<file path="config.mk">
export PLATFORM = sky130hd
export DESIGN_NAME = priority_encoder
export DESIGN_NICKNAME = d
export VERILOG_FILES = /design/src/rtl/priority_encoder_pkg.sv /design/src/rtl/pe_merge_node.sv /design/src/rtl/priority_encoder.sv
export SDC_FILE = /design/constraint.sdc
export NUM_CORES = 1
export LEC_CHECK = 0
export CORE_MARGIN = 4
export CORE_UTILIZATION = 41
export DETAILED_ROUTE_END_ITERATION = 10
export PLACE_DENSITY = 0.95
export SYNTH_ARGS = -nofsm -noshare
export SYNTH_HDL_FRONTEND = slang
export SYNTH_SLANG_ARGS = --single-unit
</file>
<file path="constraint.sdc">
create_clock -name vclk -period 4.13
set_clock_uncertainty 0.05 [all_clocks]
set_input_delay 0.826 -clock vclk [all_inputs]
set_output_delay 0.826 -clock vclk [all_outputs]
set_load 0.05 [all_outputs]
</file>
<file path="src/rtl/priority_encoder_pkg.sv">
// Shared helpers for the priority encoder: tree sizing for non-power-of-two request widths.
package priority_encoder_pkg;

  function automatic int pe_pad_width(input int width);
    return 1 << $clog2(width);
  endfunction

endpackage

</file>
<file path="src/rtl/pe_merge_node.sv">
// 2:1 merge cell of the priority-encoder tree; selects the winning half and prepends its side bit.
module pe_merge_node #(
  parameter int IDX_W    = 1,
  parameter bit LSB_SIDE = 1'b0
) (
  input  logic             valid_hi,
  input  logic             valid_lo,
  input  logic [IDX_W-1:0] idx_hi,
  input  logic [IDX_W-1:0] idx_lo,
  output logic [IDX_W:0]   idx
);

  // Each search direction only looks at the valid of the half it prefers.
  logic unused_side;
  assign unused_side = LSB_SIDE ? valid_hi : valid_lo;

  if (LSB_SIDE) begin : g_lsb
    assign idx = valid_lo ? {1'b0, idx_lo} : {1'b1, idx_hi};
  end else begin : g_msb
    assign idx = valid_hi ? {1'b1, idx_hi} : {1'b0, idx_lo};
  end

endmodule

</file>
<file path="src/rtl/priority_encoder.sv">
// MSB/LSB set-bit finder for the rename free pool; log2-depth merge tree, optional output register.
module priority_encoder
  import priority_encoder_pkg::*;
#(
  parameter int WIDTH      = 64,
  parameter bit TWO_SIDE   = 1'b1,
  parameter bit REGISTERED = 1'b0,
  parameter int OUT_W      = $clog2(WIDTH)
) (
  input  logic             clk,
  input  logic             rst,
  input  logic [WIDTH-1:0] in,
  output logic [OUT_W-1:0] out_MSB,
  output logic [OUT_W-1:0] out_LSB,
  output logic             valid
);

  localparam int LEVELS = $clog2(WIDTH);
  localparam int PAD_W  = pe_pad_width(WIDTH);

  // Zero padding can never win a search, so padded indices are never reported.
  logic [PAD_W-1:0] in_pad;
  always_comb begin
    in_pad            = '0;
    in_pad[WIDTH-1:0] = in;
  end

  for (genvar l = 1; l <= LEVELS; l++) begin : g_lvl
    localparam int N = PAD_W >> l;
    logic [N-1:0] vld;
    logic [l-1:0] msb [N];

    if (l == 1) begin : g_leaf
      for (genvar n = 0; n < N; n++) begin : g_node
        assign vld[n] = in_pad[2*n+1] | in_pad[2*n];
        assign msb[n] = in_pad[2*n+1];
      end
    end else begin : g_merge
      for (genvar n = 0; n < N; n++) begin : g_node
        assign vld[n] = g_lvl[l-1].vld[2*n+1] | g_lvl[l-1].vld[2*n];
        pe_merge_node #(.IDX_W(l-1), .LSB_SIDE(1'b0)) u_msb (
          .valid_hi (g_lvl[l-1].vld[2*n+1]),
          .valid_lo (g_lvl[l-1].vld[2*n]),
          .idx_hi   (g_lvl[l-1].msb[2*n+1]),
          .idx_lo   (g_lvl[l-1].msb[2*n]),
          .idx      (msb[n])
        );
      end
    end

    if (TWO_SIDE) begin : g_two
      logic [l-1:0] lsb [N];
      if (l == 1) begin : g_leaf
        for (genvar n = 0; n < N; n++) begin : g_node
          assign lsb[n] = ~in_pad[2*n];
        end
      end else begin : g_merge
        for (genvar n = 0; n < N; n++) begin : g_node
          pe_merge_node #(.IDX_W(l-1), .LSB_SIDE(1'b1)) u_lsb (
            .valid_hi (g_lvl[l-1].vld[2*n+1]),
            .valid_lo (g_lvl[l-1].vld[2*n]),
            .idx_hi   (g_lvl[l-1].g_two.lsb[2*n+1]),
            .idx_lo   (g_lvl[l-1].g_two.lsb[2*n]),
            .idx      (lsb[n])
          );
        end
      end
    end
  end

  // Stage p0: tree root
  logic [OUT_W-1:0] msb_p0;
  logic [OUT_W-1:0] lsb_p0;
  logic             vld_p0;

  assign vld_p0 = g_lvl[LEVELS].vld[0];
  assign msb_p0 = g_lvl[LEVELS].msb[0];

  // An empty vector drives the LSB tree to all-ones, so it is forced to zero here.
  if (TWO_SIDE) begin : g_lsb_out
    assign lsb_p0 = vld_p0 ? g_lvl[LEVELS].g_two.lsb[0] : '0;
  end else begin : g_lsb_zero
    assign lsb_p0 = '0;
  end

  // Stage p1: optional output register
  if (REGISTERED) begin : g_reg
    logic [OUT_W-1:0] msb_p1;
    logic [OUT_W-1:0] lsb_p1;
    logic             vld_p1;

    always_ff @(posedge clk) begin
      if (rst) begin
        msb_p1 <= '0;
        lsb_p1 <= '0;
        vld_p1 <= 1'b0;
      end else begin
        msb_p1 <= msb_p0;
        lsb_p1 <= lsb_p0;
        vld_p1 <= vld_p0;
      end
    end

    assign out_MSB = msb_p1;
    assign out_LSB = lsb_p1;
    assign valid   = vld_p1;
  end else begin : g_comb
    logic unused_clk_rst;
    assign unused_clk_rst = clk ^ rst;

    assign out_MSB = msb_p0;
    assign out_LSB = lsb_p0;
    assign valid   = vld_p0;
  end

endmodule

</file>
==> results of run 1 <==
[cell usage after synthesis, types with 2 or more instances]
cell type / instances / area, sq um
nand2_1: 10 / 37.5
o21ai_0: 22 / 110
nor2b_1: 4 / 25.0
nor4_1: 9 / 56.3
nor4_2: 7 / 87.6
or4_1: 3 / 22.5
nand3_1: 3 / 15.0
a211oi_1: 2 / 15.0
o21ai_1: 5 / 25.0
nor2_1: 37 / 139
a311oi_1: 3 / 26.3
nand4_1: 3 / 18.8
o211ai_1: 8 / 60.1
and2_1: 2 / 12.5
inv_1: 18 / 67.6
o31ai_1: 6 / 45.0
a21oi_2: 2 / 17.5
a2111oi_0: 2 / 17.5
a21oi_1: 31 / 155
nand2b_1: 4 / 25.0
nor3_1: 7 / 35.0
o21bai_1: 4 / 30.0
[where the power goes]
group / internal (mW) / switching, mW / leakage, nW / total [mW]
sequential: 0 / 0 / 0 / 0
clock: 0 / 0 / 0 / 0
combinational: 0.0903 / 0.0785 / 0.741 / 0.169
total: 0.0903 / 0.0785 / 0.741 / 0.169
[routing by layer]
layer,wire length (microns),track usage (%)
met1,1860,28.4
met2,2330,43.3
met3,445,0.826
met4,21,2.42
met5,0,0
[path summary, 6_finish.rpt]
kind                   start         end  slack (ns)  cells after the start
worst min-delay path   in[0]  out_LSB[1]        2.48                      4
worst max-delay path  in[50]  out_LSB[3]        0.20                      8
[logic make-up after synthesis]
logic type	Yosys count	synth area share (%)
buffers and inverters	20	6.58
AND/OR/NAND/NOR	96	44.7
AO/OA/AOI/OAI	95	48.7
[layout make-up]
type / count / area (sq um) / share of cell area [%]
tap: 31 / 38.8 / 1.83
multi-input combinational: 191 / 1120 / 52.9
inverter: 19 / 71.3 / 3.37
timing repair buffer: 80 / 886 / 41.9
[tightest hold or removal path: stages]
cell             delay (ns)
clkdlybuf4s50_1        0.49
or4_1                  0.12
o21ai_1                0.10
buf_12                 0.16
==> key figures, run 1 <==
Cells and area
  • Commonest non-fill, non-tap cell in the layout: clkdlybuf4s50_1
  • Final Util: around 76%
  • Storage element area: 0 sq um
  • Ratio of cells with drive above 1 in the final layout: between 10% and 20%
  • Antenna cells: 0
  • Sequential cell count: 0
  • Fill count: roughly 220
  • P&R area growth vs syn: 76.5%
  • Final nets: between 300 and 400
  • Final std cells w/o fill: between 300 and 400
  • Commonest cells after routing, fill and taps aside: clkdlybuf4s50_1 (64), nor2_1 (37), a21oi_1 (31)
  • Post-layout instance area: 2120 sq um
  • Clkbuf count: 0

CTS
  • Postcts setup bufs: 0
  • Gates resized, CTS repair: 0
  • Hold-fix buffers, CTS: 0

Route
  • # DRC: 0
  • Wire per inst: around 15 microns
  • First DRT Iteration DRCs: about 200
  • Detailed-route via count: 1,965
  • DR pass1 iterations: 6
  • Vias per cell: between 6 and 7
  • WL final: roughly 4700 microns
  • Antenna Nets Post-Route: 0

Floorplan
  • Die Ht: between 60 and 70 microns
  • Ports: 79
  • Die extent in x: between 60 and 70 microns
  • Die area: between 3000 and 4000 sq um
  • Row cnt: 19
  • Core Region: ~2800 sq um
  • Initial Util: ~43%

Critical path
  • Worst EP required: 3.25 ns
  • Worst-path cell chain: clkdlybuf4s50_1, nor4_2, nand4_1, nor2_2, inv_2, o211ai_1, a311oi_1, buf_12
  • Top Family by Delay on Critical Path: simple AND/OR/NAND/NOR gates
  • Setup CP Type: input port to output port
  • Startpoint Class: input port
  • Worst path slowest cell: clkdlybuf4s50_1
  • Worst path max stage delay: ~0.52 ns
  • Crit. End Element: output port
  • CP bufs+invs: 3
  • WP data arrival: between 3 and 4 ns
  • Crit-path max FO: 6

Timing
  • Slew margin rel.: between 50% and 60%
  • Minimum clock period after layout: slightly below 4 ns
  • Final cycle utilization of the critical path: a little over nine tenths
  • Max Slew Vio Count: 0
  • F_max: between 0.2 and 0.3 GHz
  • Worst Max-Slew Pin Slew: 0.587 ns
  • Final TNS setup: 0 ns
  • WHS: between 2 and 2.5 ns
  • RSZ-0062 raised after global routing: false
  • Final hold violations: 0
  • Final worst slack: 0.198 ns
  • Setup violators final: 0

Synth
  • Yosys warning count: 0
  • Register area share after synthesis: 0%
  • Yosys cell types: 41
  • Mapped Nets: between 200 and 300
  • Synthesized cell area: ~1200 sq um
  • Mapped Cells: between 200 and 250
  • Synth Area per Inst: between 5 and 6 sq um

Place
  • Detailed placement HPWL: 3910 microns
  • Cell count after placement: around 320
  • Port Buf Inserts: 77
  • Dpl cell area: about 2100 sq um
  • Place WS: roughly 0.31 ns
  • GP Congestion: 0.847

Outcome
  • Status: finished, final reports clean

Flow run
  • Max capacitance violation total: 0

Power
  • Leak: ~0.74 nW
  • Pwr Density: around 80 nW/um^2
  • Peak supply drop: between 0.00006 and 0.00007 V
  • Tot Pwr: around 170 uW

Min path
  • Worst hold path type: input port to output port

GRT
  • GRT Util Overall: ~23%
  • GRT overflow: 0
  • First-pass GRT wire length: about 7000 microns
  • Initial antenna violation count: 0
  • Vias in the first global route: around 1,700
  • Largest net degree at the start of global routing: 8
Power figures use the tool's default switching activity.
==> run 2: changes to the inputs <==
- REMOVE_ABC_BUFFERS: not set -> 1
==> key figures, run 2 (same netlist as run 1, synthesis figures left out) <==
Cells and area
  • Fill count: 236 (was 215)
  • Ratio of cells with drive above 1 in the final layout: 10.7% (unchanged)
  • Final nets: 358 (unchanged)
  • Storage element area: 0 sq um (unchanged)
  • Commonest cells after routing, fill and taps aside: clkdlybuf4s50_1 (64), nor2_1 (37), a21oi_1 (31) (unchanged)
  • Post-layout instance area: 2120 sq um (unchanged)
  • Sequential cell count: 0 (unchanged)
  • P&R area growth vs syn: 76.5% (unchanged)
  • Clkbuf count: 0 (unchanged)
  • Commonest non-fill, non-tap cell in the layout: clkdlybuf4s50_1 (unchanged)
  • Antenna cells: 0 (unchanged)

Route
  • Vias per cell: 6.17 (was 6.12)
  • First DRT Iteration DRCs: 166 (was 204)
  • DR pass1 iterations: 5 (was 6)
  • # DRC: 0 (unchanged)
  • Antenna Nets Post-Route: 0 (unchanged)
  • WL final: 4580 microns (was 4660 microns)
  • Detailed-route via count: 1,981 (was 1,965)
  • Wire per inst: 14.3 microns (was 14.5 microns)

Timing
  • RSZ-0062 raised after global routing: false (unchanged)
  • Final cycle utilization of the critical path: 95.2% (about the same)
  • Final worst slack: 0.198 ns (about the same)
  • F_max: 0.254 GHz (about the same)
  • Setup violators final: 0 (unchanged)
  • Final TNS setup: 0 ns (unchanged)
  • Minimum clock period after layout: 3.93 ns (about the same)
  • Worst Max-Slew Pin Slew: 0.523 ns (was 0.587 ns)
  • Final hold violations: 0 (unchanged)
  • Slew margin rel.: 64.2% (was 59.8%)
  • Max Slew Vio Count: 0 (unchanged)

Place
  • Place WS: 0.304 ns (was 0.311 ns)
  • Port Buf Inserts: 77 (unchanged)
  • Detailed placement HPWL: 3850 microns (was 3910 microns)
  • GP Congestion: 0.845 (was 0.847)
  • Dpl cell area: 2120 sq um (unchanged)

Floorplan
  • Initial Util: 43.1% (unchanged)
  • Die Ht: 62.1 microns (unchanged)
  • Die extent in x: 62.1 microns (unchanged)
  • Core Region: 2780 sq um (unchanged)
  • Die area: 3850 sq um (unchanged)
  • Ports: 79 (unchanged)
  • Row cnt: 19 (unchanged)

Power
  • Sequential Power Share: 0% (about the same)
  • Clock network power share: 0% (about the same)
  • Leak: 0.741 nW (unchanged)
  • Pwr Density: 79.7 nW/um^2 (was 79.8 nW/um^2)
  • Sw frac: 46.4% (was 46.5%)
  • Internal Power: 90.2 uW (was 90.3 uW)
  • Gate power share: 100.0% (about the same)
  • Peak supply drop: 0.0000646 V (was 0.0000662 V)
  • Psw: 78.3 uW (was 78.5 uW)

Critical path
  • Worst path slowest cell: clkdlybuf4s50_1 (unchanged)
  • WP data arrival: 3.06 ns (about the same)
  • Crit. End Element: output port (unchanged)
  • Setup CP Type: input port to output port (unchanged)
  • Worst EP required: 3.25 ns (about the same)
  • CP bufs+invs: 2 (was 3)
  • Critical path origin: in[42] (was in[50])
  • Worst path max stage delay: 0.50 ns (was 0.52 ns)
  • Top Family by Delay on Critical Path: simple AND/OR/NAND/NOR gates (unchanged)
  • Crit-path max FO: 7 (was 6)
  • Startpoint Class: input port (unchanged)
  • Worst-path cell chain: clkdlybuf4s50_1, nor4_2, nand2_1, nor2b_1, o211ai_1, a21oi_1, o22ai_1, buf_12 (was clkdlybuf4s50_1, nor4_2, nand4_1, nor2_2, inv_2, o211ai_1, a311oi_1, buf_12)

CTS
  • Gates resized, CTS repair: 0 (unchanged)
  • Hold-fix buffers, CTS: 0 (unchanged)
  • Postcts setup bufs: 0 (unchanged)

GRT
  • GRT overflow: 0 (unchanged)
  • Initial antenna violation count: 0 (unchanged)
  • First-pass GRT wire length: 7130 microns (was 6940 microns)
  • Largest net degree at the start of global routing: 8 (unchanged)
  • Vias in the first global route: 1,813 (was 1,746)
  • GRT Util Overall: 23.1% (was 22.6%)

Min path
  • Hold path start: in[0] (unchanged)
  • Worst hold path type: input port to output port (unchanged)

Outcome
  • Status: finished, final reports clean (unchanged)

Flow run
  • Max capacitance violation total: 0 (unchanged)
run 2: power by group through the flow:
| stage | sequential (mW) | combinational (mW) | clock, mW |
|---|---|---|---|
| 2_1_floorplan | 0 | 0.0571 | 0 |
| 3_3_place_gp | 0 | 0.163 | 0 |
| 3_5_place_dp | 0 | 0.166 | 0 |
| 4_1_cts | 0 | 0.167 | 0 |
| 5_1_grt | 0 | 0.181 | 0 |
| 6_report | 0 | 0.169 | 0 |
run 2: cell type report:
| type | instances | area (sq um) | share of cell area [%] |
|---|---|---|---|
| Tap cell | 31 | 38.8 | 1.83 |
| Multi-Input combinational cell | 191 | 1120 | 52.9 |
| Inverter | 19 | 71.3 | 3.37 |
| Timing Repair Buffer | 80 | 886 | 41.9 |
run 2: worst paths after layout:
check                   endpoint  slack [ns]  cells past startpoint
worst min-delay path  out_LSB[1]        2.47                      4
worst max-delay path  out_LSB[0]        0.20                      8
run 2: stage by stage:
stage | hold slack [ns] | std cells | power [mW] | utilization, %
after floorplan | 1.96 | 210 | 0.0571 | -
after global placement | 2.47 | 321 | 0.163 | 76.1
after detailed placement | 2.46 | 321 | 0.166 | 76.1
after CTS | 2.47 | 321 | 0.167 | 76.1
after global routing | 2.53 | 321 | 0.181 | 76.1
final | 2.47 | 321 | 0.169 | 76.1
run 2: routing by layer:
metal	global-route usage [%]	vias to the layer above	wire [microns]
met1	28.2	885	1830
met2	42.9	104	2270
met4	5.76	0	38
met3	1.86	10	437
li1	-	982	-
met5	0	-	0
run 2: tightest hold or removal path: stages:
cell             delay [ns]
clkdlybuf4s50_1        0.49
or4_1                  0.12
o21ai_1                0.09
buf_12                 0.16
